[src/rtl/clock_gate_pkg.sv]
// Shared types for the idle-driven clock-gating controller: per-domain FSM
// states, the decoded per-domain output bundle and default sizing constants.
package clock_gate_pkg;

   localparam int CG_CNT_W_DEFAULT       = 8;
   localparam int CG_WAKE_CYCLES_DEFAULT = 4;

   typedef enum logic [2:0] {
      CG_RUN       = 3'd0,
      CG_IDLE_WAIT = 3'd1,
      CG_SLEEP_REQ = 3'd2,
      CG_GATED     = 3'd3,
      CG_WAKE      = 3'd4
   } cg_state_e;

   typedef struct packed {
      logic clk_en;
      logic ready;
      logic sleep_req;
   } cg_out_t;

   // Output decode for a state; anything not listed behaves like RUN.
   function automatic cg_out_t cg_decode(cg_state_e state);
      cg_out_t outs;
      outs.clk_en    = 1'b1;
      outs.ready     = 1'b1;
      outs.sleep_req = 1'b0;
      case (state)
         CG_SLEEP_REQ: outs.sleep_req = 1'b1;
         CG_GATED: begin
            outs.clk_en = 1'b0;
            outs.ready  = 1'b0;
         end
         CG_WAKE:      outs.ready = 1'b0;
         default:      ;
      endcase
      return outs;
   endfunction

endpackage

[src/rtl/clock_gate_fsm.sv]
// One gated domain: idle qualification, sleep handshake, gating and the
// post-wake settle count. Outputs are registered from the next state.
module clock_gate_fsm
   import clock_gate_pkg::*;
#(
   parameter int CNT_W       = CG_CNT_W_DEFAULT,
   parameter int WAKE_CYCLES = CG_WAKE_CYCLES_DEFAULT
) (
   input  logic             clk_i,
   input  logic             rst_i,
   input  logic             cfg_enable_i,
   input  logic [CNT_W-1:0] idle_thresh_i,
   input  logic             idle_i,
   input  logic             wake_i,
   input  logic             sleep_ack_i,
   output logic             clk_en_o,
   output logic             ready_o,
   output logic             sleep_req_o
);

   localparam logic [CNT_W-1:0] CNT_ONE   = CNT_W'(1);
   localparam logic [CNT_W-1:0] CNT_MAX   = {CNT_W{1'b1}};
   localparam logic [CNT_W-1:0] WAKE_LAST = CNT_W'(WAKE_CYCLES - 1);

   cg_state_e        state;
   cg_state_e        state_nxt;
   logic [CNT_W-1:0] cnt;
   logic [CNT_W-1:0] cnt_nxt;
   logic [CNT_W-1:0] thresh_eff;
   logic             leave_sleep;
   cg_out_t          outs_q;

   // A zero threshold behaves as one so the domain always idles at least a cycle.
   assign thresh_eff  = (idle_thresh_i == '0) ? CNT_ONE : idle_thresh_i;
   assign leave_sleep = wake_i | ~cfg_enable_i;

   always_comb begin
      state_nxt = CG_RUN;
      cnt_nxt   = cnt;
      case (state)
         CG_RUN: begin
            if (cfg_enable_i && idle_i && !wake_i) begin
               state_nxt = CG_IDLE_WAIT;
               cnt_nxt   = CNT_ONE;
            end
         end
         CG_IDLE_WAIT: begin
            if (!idle_i || leave_sleep) begin
               state_nxt = CG_RUN;
            end else if (cnt >= thresh_eff) begin
               state_nxt = CG_SLEEP_REQ;
            end else begin
               state_nxt = CG_IDLE_WAIT;
               if (cnt != CNT_MAX) cnt_nxt = cnt + CNT_ONE;
            end
         end
         CG_SLEEP_REQ: begin
            // Wake or disable wins over an acknowledge in the same cycle.
            if (leave_sleep)      state_nxt = CG_RUN;
            else if (sleep_ack_i) state_nxt = CG_GATED;
            else                  state_nxt = CG_SLEEP_REQ;
         end
         CG_GATED: begin
            if (leave_sleep) begin
               state_nxt = CG_WAKE;
               cnt_nxt   = '0;
            end else begin
               state_nxt = CG_GATED;
            end
         end
         CG_WAKE: begin
            if (cnt == WAKE_LAST) begin
               state_nxt = CG_RUN;
            end else begin
               state_nxt = CG_WAKE;
               cnt_nxt   = cnt + CNT_ONE;
            end
         end
         default: state_nxt = CG_RUN;
      endcase
   end

   always_ff @(posedge clk_i) begin
      if (rst_i) begin
         state  <= CG_RUN;
         cnt    <= '0;
         outs_q <= cg_decode(CG_RUN);
      end else begin
         state  <= state_nxt;
         cnt    <= cnt_nxt;
         outs_q <= cg_decode(state_nxt);
      end
   end

   assign clk_en_o    = outs_q.clk_en;
   assign ready_o     = outs_q.ready;
   assign sleep_req_o = outs_q.sleep_req;

endmodule

[src/rtl/clock_gate_ctrl.sv]
// Idle-driven clock-gating controller: one independent FSM per gated domain,
// with the DFT override forcing every gating-cell enable high.
module clock_gate_ctrl
   import clock_gate_pkg::*;
#(
   parameter int NUM_DOMAINS = 2,
   parameter int CNT_W       = CG_CNT_W_DEFAULT,
   parameter int WAKE_CYCLES = CG_WAKE_CYCLES_DEFAULT
) (
   input  logic                   clk_i,
   input  logic                   rst_i,
   input  logic                   cfg_enable_i,
   input  logic                   test_en_i,
   input  logic [CNT_W-1:0]       idle_thresh_i,
   input  logic [NUM_DOMAINS-1:0] idle_i,
   input  logic [NUM_DOMAINS-1:0] wake_i,
   output logic [NUM_DOMAINS-1:0] sleep_req_o,
   input  logic [NUM_DOMAINS-1:0] sleep_ack_i,
   output logic [NUM_DOMAINS-1:0] clk_en_o,
   output logic [NUM_DOMAINS-1:0] ready_o
);

   logic [NUM_DOMAINS-1:0] fsm_clk_en;

   for (genvar k = 0; k < NUM_DOMAINS; k++) begin : g_domain
      clock_gate_fsm #(
         .CNT_W       (CNT_W),
         .WAKE_CYCLES (WAKE_CYCLES)
      ) u_fsm (
         .clk_i         (clk_i),
         .rst_i         (rst_i),
         .cfg_enable_i  (cfg_enable_i),
         .idle_thresh_i (idle_thresh_i),
         .idle_i        (idle_i[k]),
         .wake_i        (wake_i[k]),
         .sleep_ack_i   (sleep_ack_i[k]),
         .clk_en_o      (fsm_clk_en[k]),
         .ready_o       (ready_o[k]),
         .sleep_req_o   (sleep_req_o[k])
      );
   end

   // Test override is combinational; the FSMs keep running underneath it.
   assign clk_en_o = fsm_clk_en | {NUM_DOMAINS{test_en_i}};

endmodule

[config.mk]
export PLATFORM = sky130hd
export DESIGN_NAME = clock_gate_ctrl
export DESIGN_NICKNAME = d
export VERILOG_FILES = /design/src/rtl/clock_gate_pkg.sv /design/src/rtl/clock_gate_fsm.sv /design/src/rtl/clock_gate_ctrl.sv
export SDC_FILE = /design/constraint.sdc
export NUM_CORES = 1
export LEC_CHECK = 0
export ABC_AREA = 1
export BUFFER_PORTS_ARGS = -buffer_cell sky130_fd_sc_hd__buf_2
export CAP_MARGIN = 0
export CORE_MARGIN = 10
export CORE_UTILIZATION = 53
export CTS_CLUSTER_SIZE = 30
export DETAILED_ROUTE_END_ITERATION = 16
export PLACE_DENSITY = 0.76
export SLEW_MARGIN = 20
export SYNTH_ARGS = -nofsm -noshare
export SYNTH_HDL_FRONTEND = slang
export SYNTH_SLANG_ARGS = --single-unit
export TNS_END_PERCENT = 20
[constraint.sdc]
create_clock -name clk_i -period 1.8 [get_ports clk_i]
set_input_delay 0.36 -clock clk_i [delete_from_list [all_inputs] [get_ports clk_i]]
set_output_delay 0.36 -clock clk_i [all_outputs]
set_load 0.01 [all_outputs]
# --- Yosys cells after proc, flatten, opt, wreduce, memory -nomap -nowiden ---
# Index checks and enable logic that the tools add are counted.
classes:
  n_lt_le_gt_ge: 2
  eq_ne: 30
  n_mux: 37
  addsub: 2
  reduce_logical: 19
  bitwise_logic: 4
ops:
  columns: ["operator", "count"]
  rows:
  - ["$mux W8", 13]
  - ["$pmux W8 S4", 2]
  - ["$pmux W3 S5", 2]
  - ["$eq A3 B2 Y1 const B", 8]
  - ["$mux W3", 8]
  - ["$add A8 B1 Y8 const B", 2]
  - ["$eq A8 B2 Y1 const B", 2]
  - ["$ge A8 B8 Y1", 2]
  - ["$ne A8 B8 Y1 const B", 2]
  - ["$reduce_and A7 Y1", 2]
  - ["$eq A3 B3 Y1 const B", 4]
  - ["$ne A2 B1 Y1 const B", 6]
  - ["$ne A2 B2 Y1 const B", 6]
  - ["$mux W1", 10]
  - ["$logic_not A8 Y1", 1]
  - ["$reduce_bool A4 Y1", 2]
  - ["$eq A3 B1 Y1 const B", 2]
  - ["$logic_not A3 Y1", 2]
  - ["$logic_and A1 B1 Y1", 4]
  - ["$logic_not A1 Y1", 4]
  - ["$mux W2", 2]
  - ["$reduce_or A2 Y1", 2]
  - ["$logic_or A1 B1 Y1", 2]
  - ["$or A1 B1 Y1", 2]
  - ["2 further kinds", 2]
totals:
  elab_cells: 104
  ff_bits: 28
  in_bits: 18

# --- Logic depth before layout (Yosys ltp) ---
# Gate-level depths: netlist (run 1).
logic_depth:
  word_depth: 9
  ltp_mapped: 16
  depth_no_buf: 16

# --- Cells and area by module ---
# From an unflattened synthesis (run 1), not the netlist that was laid out.
hier_totals:
  hier_cells: 347
  area_unflattened_um2: 2215.9
by_module_without_submodules:
  columns: ["mod", "cells_each", "seq_area_each_um2", "area_each_um2", "instances"]
  rows:
  - ["clock_gate_fsm", 171, 280.3, 1098.6, 2]
  - ["clock_gate_ctrl", 5, 0.0, 18.8, 1]

# --- Worst setup path before layout (run 1) ---
# No wires, ideal clock.
synth_timing:
  path_type: "input-to-reg"
  start: "input port idle_thresh_i[1]"
  end: "register g_domain[0].u_fsm.cnt[0]"
  cell_stages: 14
  required_time_ns: 1.685
  setup_ns: 0.115
  t_arrival_ns: 1.754
  setup_slack_ns: -0.069
  path_cell_list: "nor4_1 -> a41o_1 -> ha_1 -> nand2_1 -> nor2_1 -> nor2_1 -> nand2_1 -> nand2_1 -> nand3_1 -> nand2_1 -> buf_2 -> nand3_1 -> nand2_1 -> nor2_1"
synth_via:
  elab_chain_len: 5
synth_rtl:
  columns: ["item", "line_no", "rtl"]
  rows:
  - ["from (decl)", "clock_gate_ctrl.sv:14", "input logic [CNT_W-1:0] idle_thresh_i,"]
  - ["$logic_not A8 Y1", "clock_gate_fsm.sv:34", "assign thresh_eff = (idle_thresh_i == '0) ? CNT_ONE : idle_thresh_i;"]
  - ["$mux W8 (*)", "clock_gate_fsm.sv:34", null]
  - ["$ge A8 B8 Y1 (*)", "clock_gate_fsm.sv:50", "end else if (cnt >= thresh_eff) begin"]
  - ["$ne A2 B2 Y1 (no source line) (*)", null, null]
  - ["$reduce_and A7 Y1 (no source line) (*)", null, null]
  - ["to (signal assigned)", "clock_gate_fsm.sv:90", "cnt <= cnt_nxt;"]
  - ["to (decl)", "clock_gate_fsm.sv:27", "logic [CNT_W-1:0] cnt;"]
# Mark *: on every way between the ends. The rest lies on a longest branch, timed or not.
# A chain may end at the register's enable or synchronous reset.

# --- Worst setup path in the final report (run 1) ---
layout_timing:
  start: "input port idle_thresh_i[1]"
  end: "register g_domain[1].u_fsm.cnt[3]"
layout_via:
  elab_chain_len: 5
layout_rtl:
  columns: ["item", "line_no"]
  rows:
  - ["$logic_not A8 Y1", "clock_gate_fsm.sv:34"]
  - ["$mux W8 (*)", "clock_gate_fsm.sv:34"]
  - ["$ge A8 B8 Y1 (*)", "clock_gate_fsm.sv:50"]
  - ["$ne A2 B2 Y1 (no source line) (*)", null]
  - ["$reduce_and A7 Y1 (no source line) (*)", null]
  - ["to (signal assigned)", "clock_gate_fsm.sv:90"]
  - ["to (decl)", "clock_gate_fsm.sv:27"]
# Marked as above.

==> results of run 1 <==
==> per-stage QoR <==
stage	power, W	worst slack, ps
final	0.00128	13.1
after CTS	0.00128	-17.0
after detailed placement	0.000790	-348
after floorplan	0.000730	-1.11
after global routing	0.00133	-86.5
after global placement	0.000786	-289
==> registers in the layout, summed over array words and instances (netlist names) <==
register / cells
g_domain.u_fsm.sleep_req_o: 2
g_domain.u_fsm.cnt: 16
g_domain.u_fsm.clk_en_o: 2
g_domain.u_fsm.ready_o: 2
g_domain.u_fsm.state: 6
==> worst max path at each step <==
| stage | endpoint | slack (ps) | cells past startpoint |
|---|---|---|---|
| final | g_domain[1].u_fsm.cnt[3] | 10 | 14 |
| after CTS | g_domain[0].u_fsm.cnt[5] | -20 | 14 |
| after global placement | g_domain[0].u_fsm.cnt[1] | -290 | 15 |
| after global routing | g_domain[1].u_fsm.cnt[3] | -90 | 14 |
| after detailed placement | g_domain[0].u_fsm.cnt[7] | -350 | 14 |
| after floorplan | g_domain[1].u_fsm.cnt[5] | -1 | 13 |
==> cells in the mapped netlist <==
library cell / instances
nand2_2: 3
o21ai_2: 1
nor2_2: 1
o211ai_1: 1
a21oi_1: 24
inv_2: 1
xnor2_1: 3
clkbuf_1: 2
o21ai_0: 4
inv_1: 39
a22oi_1: 2
nand3_2: 1
or2_1: 1
xor2_1: 5
nor4_1: 1
nand4_1: 3
nor2_1: 53
a21o_1: 2
a41o_1: 1
dfxtp_1: 28
or2_2: 2
buf_4: 5
buf_2: 1
nor3_1: 6
ha_1: 18
nand2_1: 79
a21oi_4: 1
nand3_1: 32
==> report_power, final <==
group          switching, W  leakage [nW]  internal (W)
combinational     0.0000901         0.943     0.0000631
clock              0.000201        0.0357      0.000298
sequential       0.00000657         0.226      0.000625
total              0.000298          1.20      0.000986
==> worst max-delay path, stage by stage <==
cell     delay, ps
buf_8          100
nor4_4         260
a41o_1         220
ha_1           240
nand2_1         60
nor2_1          40
nor2_1          70
nand2_1         70
nand2_2         90
nand3_4         90
nand2_4        120
nand2_4         80
nand2_1         80
a21oi_1         60
==> what timing repair did <==
item                       CTS  global route
pin swaps                    5             4
setup endpoints to repair    9            21
cloned                       1             1
resized for setup            5            18
hold buffers                 0             0
==> final cells by class <==
type                            instances  area (um2)
Clock buffer                            3        41.3
Clock inverter                          1        30.0
Fill cell                             333        1200
Inverter                               40         150
Multi-Input combinational cell        245        1370
Sequential cell                        28         561
Tap cell                               48        60.1
Timing Repair Buffer                   42         282
==> layer usage <==
metal	up-vias	track usage [%]	part of all wire, %
li1	1112	-	-
met1	951	16.3	45
met2	42	27.2	52
met3	7	1.53	2.9
met4	0	4.42	0.82
met5	-	0	0
==> logic make-up after synthesis <==
group | share of synthesized area (%)
adders and majority gates | 11.1
AOI/OAI and AO/OA | 10.5
and+or+nand+nor | 37.6
buffers and inverters | 9.85
xor gates and xnor gates | 3.45
DFF | 27.6
==> cell usage in the layout (no fill, tap or decap), types with 4 or more instances in the layout <==
| cell | synthesis | layout |
|---|---|---|
| nor2_1 | 53 | 53 |
| buf_2 | 1 | 21 |
| buf_4 | 5 | 17 |
| nand3_2 | 1 | 5 |
| nand3_1 | 32 | 27 |
| inv_1 | 39 | 39 |
| nor3_1 | 6 | 6 |
| ha_1 | 18 | 18 |
| xor2_1 | 5 | 5 |
| o21ai_0 | 4 | 4 |
| nand2_1 | 79 | 73 |
| a21oi_1 | 24 | 21 |
| dfxtp_1 | 28 | 28 |
| nand2_2 | 3 | 7 |
==> qor.yml, run 1 <==
floorplan:
  die_h_um: 81.9
  ioPinCount: 24
  die-area_um2: 6710
  coreArea_um2: 3690
  fp-row-count: 22
  fp.dieW_um: 81.9
  start_util_pct: 55.1
route:
  viasPerCell: 5.19
  drc: 0
  drt_iter0_markers: 137
  wl_um: 4970
  ant_nets: 0
  vias: 2112
  dr.pass1.iters: 4
  avgRoutedWirePerCell_um: 12.2
grt:
  grt_max_degree: 17
  grt_pass1_wl_um: 8000
  antenna_found_initial: 0
  grt_pass1_vias: 1941
  grt_overflow: 0
  grtUsageTotal_pct: 14.4
min_path:
  hp-start: "sleep_ack_i[1]"
  min_to: "g_domain[1].u_fsm.clk_en_o"
  hold_path.class: "in2reg"
  hold_depth: 4
power_and_ir_drop:
  p_leak_nw: 1.20
  ir_drop_uv: 313
  powerDensity_nw_per_um2: 515
sta:
  tns_ps: 0
  rsz0062_at_grt: "yes"
  tightestPinTransition_ps: 478
  setup_viol: 0
  fmax_ghz: 0.560
  slew-limit-headroom_pct: 68.0
  maxSlewViolCount: 0
  fin_crit_sh_pct: 99.3
  hold_viol: 0
  skew_ps: 5.70
  fin_crit_ps: 1790
  hold_slack_ps: 413
logic_synthesis:
  yosysWarnings: 0
  syn_area_um2: 2030
  synth_top_area_cell: "dfxtp_1"
  synthTopCellsByArea: "dfxtp_1, nand2_1, ha_1, nor2_1, nand3_1"
  synth_top_area_share_pct: 27.6
  ys_seq_area_share_pct: 27.6
  syn_inst: 320
  synth.distinct_cells: 28
  ys_ff_latch: 28
  synth.net_count: 356
  syn_area_per_cell_um2: 6.35
critical_path:
  path_max_fanout: 7
  required_ps: 1960
  cp-start-kind: "primary input"
  r2r-start: "g_domain[0].u_fsm.cnt[0]"
  crit_path_end_kind: "flop"
  r2r_end: "g_domain[0].u_fsm.cnt[7]"
  path_class: "in2reg"
  regToRegSetupSlack_ps: 140
  setup.worst_path.start: "idle_thresh_i[1]"
  ff2ff_path_depth: 12
  crit_arrival_ps: 1940
cells_and_area:
  fin_nets: 396
  stdcell_count: 407
  drive_gt1_share_pct: 20.1
  syn2layout_area_growth_pct: 22.5
  antenna-diode-count: 0
  final_area_um2: 2490
  postLayoutCoreUtil_pct: 67.5
placement:
  dp_hpwl_um: 3860
  post_dp_cell_area_um2: 2320
  gp_congestion: 0.914
  io_buffer_count: 23
  place_inst: 401
clocking:
  cts_num_sinks: 28
  cts_buffers: 3
  htreeDepth: 1
  clk_pin_slew_ps: 100
  cts_tree: "done"
  root_buffer: "clkbuf_8"
  clockBufferDepth: 2
  post-cts-setup-buffers: 0
  clk_latency_ps: 270
outcome:
  outcome: "finished clean"
flow_run:
  cap_violations: 0
No activity file was read; power rests on OpenSTA's default activity.
==> inputs of run 2 (changes only) <==
Settings changed: CORE_UTILIZATION 53 to 55, CTS_BUF_LIST set to sky130_fd_sc_hd__clkbuf_4, PLACE_DENSITY 0.76 to 0.79.
==> qor.yml, run 2 (synthesis results as in run 1) <==
outcome:
  outcome: "finished with violations"
  violations: "negative setup slack"
critical_path:
  setup.worst_path.start: "idle_thresh_i[5]"
  regToRegSetupSlack_ps: 50  # -90 ps
  crit_end: "g_domain[1].u_fsm.cnt[0]"
  crit_path_end_kind: "flop"
  ff2ff_path_depth: 11  # -1
  r2r_end: "g_domain[1].u_fsm.cnt[0]"
  r2r-start: "g_domain[1].u_fsm.cnt[1]"
  required_ps: 2040  # +80 ps
  path_max_fanout: 7  # unchanged
  crit_arrival_ps: 2150  # +210 ps
  cp-start-kind: "primary input"
  path_class: "in2reg"
grt:
  grtUsageTotal_pct: 15.5  # +1.2 points
  grt_overflow: 0  # unchanged
  grt_pass1_wl_um: 8350  # +4.4%
  antenna_found_initial: 0  # unchanged
  grt_pass1_vias: 1986  # +2.3%
  grt_max_degree: 17  # unchanged
sta:
  fmax_ghz: 0.524  # -6.4%
  slew-limit-headroom_pct: 73.6  # +5.6 points
  setup_ws_ps: -110  # -123 ps
  setup_viol: 8  # +8
  fin_crit_sh_pct: 106  # +6.8 points
  hold_viol: 0  # unchanged
  skew_ps: 3.35  # -2.35 ps
  maxSlewViolCount: 0  # unchanged
  tightestPinTransition_ps: 395  # -83.2 ps
  fin_crit_ps: 1910  # +123 ps
  rsz0062_at_grt: "yes"
power_and_ir_drop:
  clkPwrFrac_pct: 33.7  # -5.1 points
  ir_drop_uv: 444  # +42%
  pwr-share-comb_pct: 14.9  # +3.0 points
  powerDensity_nw_per_um2: 467  # -9.3%
  swShare_pct: 24.2  # +1.0 points
  seq_power_share_pct: 51.5  # +2.3 points
  p_leak_nw: 1.25  # +3.4%
  power_w: 0.00123  # -4.2%
  p_int_w: 0.000932  # -5.4%
  p_sw_w: 0.000297  # about the same
floorplan:
  ioPinCount: 24  # unchanged
  die-area_um2: 6530  # -2.8%
  start_util_pct: 56.4  # +1.3 points
  fp-row-count: 22  # unchanged
  fp.dieW_um: 80.8  # -1.4%
  die_h_um: 80.8  # -1.4%
  coreArea_um2: 3610  # -2.2%
clocking:
  root_buffer: "clkbuf_4"
  cts_buffers: 3  # unchanged
  clk_latency_ps: 330  # +60 ps
  clk_pin_slew_ps: 150  # +50 ps
  htreeDepth: 1  # unchanged
  cts_hold_buf: 0  # unchanged
  cts_tree: "done"
  cts_num_sinks: 28  # unchanged
  clockBufferDepth: 2  # unchanged
cells_and_area:
  final_area_um2: 2630  # +5.7%
  syn2layout_area_growth_pct: 29.5
  drive_gt1_share_pct: 26.6  # +6.5 points
  layout_commonest_cell: "nand2_1"
  largest-register: "g_domain.u_fsm.cnt"
  fin_nets: 406  # +2.5%
  biggestRegsByFlops: "g_domain.u_fsm.cnt (16), g_domain.u_fsm.state (6)"
  largest_reg_flops: 16  # unchanged
  layout_common_cells: "nand2_1, nor2_1, inv_1"
  antenna-diode-count: 0  # unchanged
placement:
  dp_hpwl_um: 3930  # +1.9%
  io_buffer_count: 23  # unchanged
  gp_congestion: 0.957  # +4.7%
  post_dp_cell_area_um2: 2400  # +3.2%
route:
  wl_um: 5260  # +5.8%
  dr.pass1.iters: 4  # unchanged
  viasPerCell: 5.18  # -0.27%
  ant_nets: 0  # unchanged
  avgRoutedWirePerCell_um: 12.6  # +3.3%
  drt_iter0_markers: 124  # -9.5%
  drc: 0  # unchanged
  vias: 2158  # +2.2%
min_path:
  hold_path.class: "in2reg"
flow_run:
  cap_violations: 0  # unchanged
[run 2: cell count changes in the layout (fill, tap and decap cells not counted), sizes merged]
cell	previous run	this run
buf	42	52
[run 2: cell type report]
class / count / area, um2
clock buffer: 3 / 22.5
clock inverter: 1 / 30.0
fill: 277 / 973
inverter: 40 / 150
multi-input combinational: 245 / 1450
sequential: 28 / 562
tap: 48 / 60.1
timing repair buffer: 52 / 360
[run 2: what timing repair did]
item | 4_1_cts | 5_1_grt
endpoints found under the setup margin | 0 | 20
gates resized for setup | 0 | 44
setup buffers | 0 | 1
[run 2: how the worst min path moves through the flow]
stage	cells past startpoint	slack, ps	to	from
6_report	4	340	g_domain[1].u_fsm.clk_en_o	sleep_ack_i[1]
5_1_grt	4	320	g_domain[1].u_fsm.clk_en_o	sleep_ack_i[1]
4_1_cts	4	320	g_domain[1].u_fsm.clk_en_o	sleep_ack_i[1]
3_5_place_dp	2	540	g_domain[0].u_fsm.cnt[6]	g_domain[0].u_fsm.cnt[6]
3_3_place_gp	2	520	g_domain[0].u_fsm.cnt[6]	g_domain[0].u_fsm.cnt[6]
2_1_floorplan	2	480	g_domain[1].u_fsm.cnt[0]	g_domain[1].u_fsm.cnt[0]
[run 2: critical path, stage by stage]
cell     delay (ps)
buf_8           100
nor4_4          250
a41o_1          250
buf_6           110
ha_4            180
nand2_2          50
nor2_2           40
nor2_1          120
nand2_1          90
nand2_2          90
nand3_4         110
nand2_8         130
nand2_8         100
nand2_2         110
a21oi_2          50
[run 2: metal layers]
layer	global-route usage [%]	wire length, um
met1	17.4	2220
met2	27.3	2750
met3	3.64	174
met4	7.27	121
met5	0	0
[run 2: power by group through the flow]
stage / Combinational (W) / Clock, W / Sequential [W]
6_report: 0.000183 / 0.000414 / 0.000633
3_3_place_gp: 0.000151 / 0 / 0.000645
2_1_floorplan: 0.0000861 / 0 / 0.000644
5_1_grt: 0.000202 / 0.000457 / 0.000634
3_5_place_dp: 0.000156 / 0 / 0.000646
4_1_cts: 0.000157 / 0.000428 / 0.000632
[run 2: metrics by stage]
step	hold slack [ps]	setup TNS (ps)	worst slack [ps]	cells	utilization, %
after CTS	323	0	7.34	415	68.0
final	339	-687	-110	417	73.0
after global placement	521	-5570	-320	411	66.5
after detailed placement	537	-6670	-373	411	66.5
after global routing	319	-1890	-216	417	73.0
after floorplan	478	-3.19	-1.11	320	-
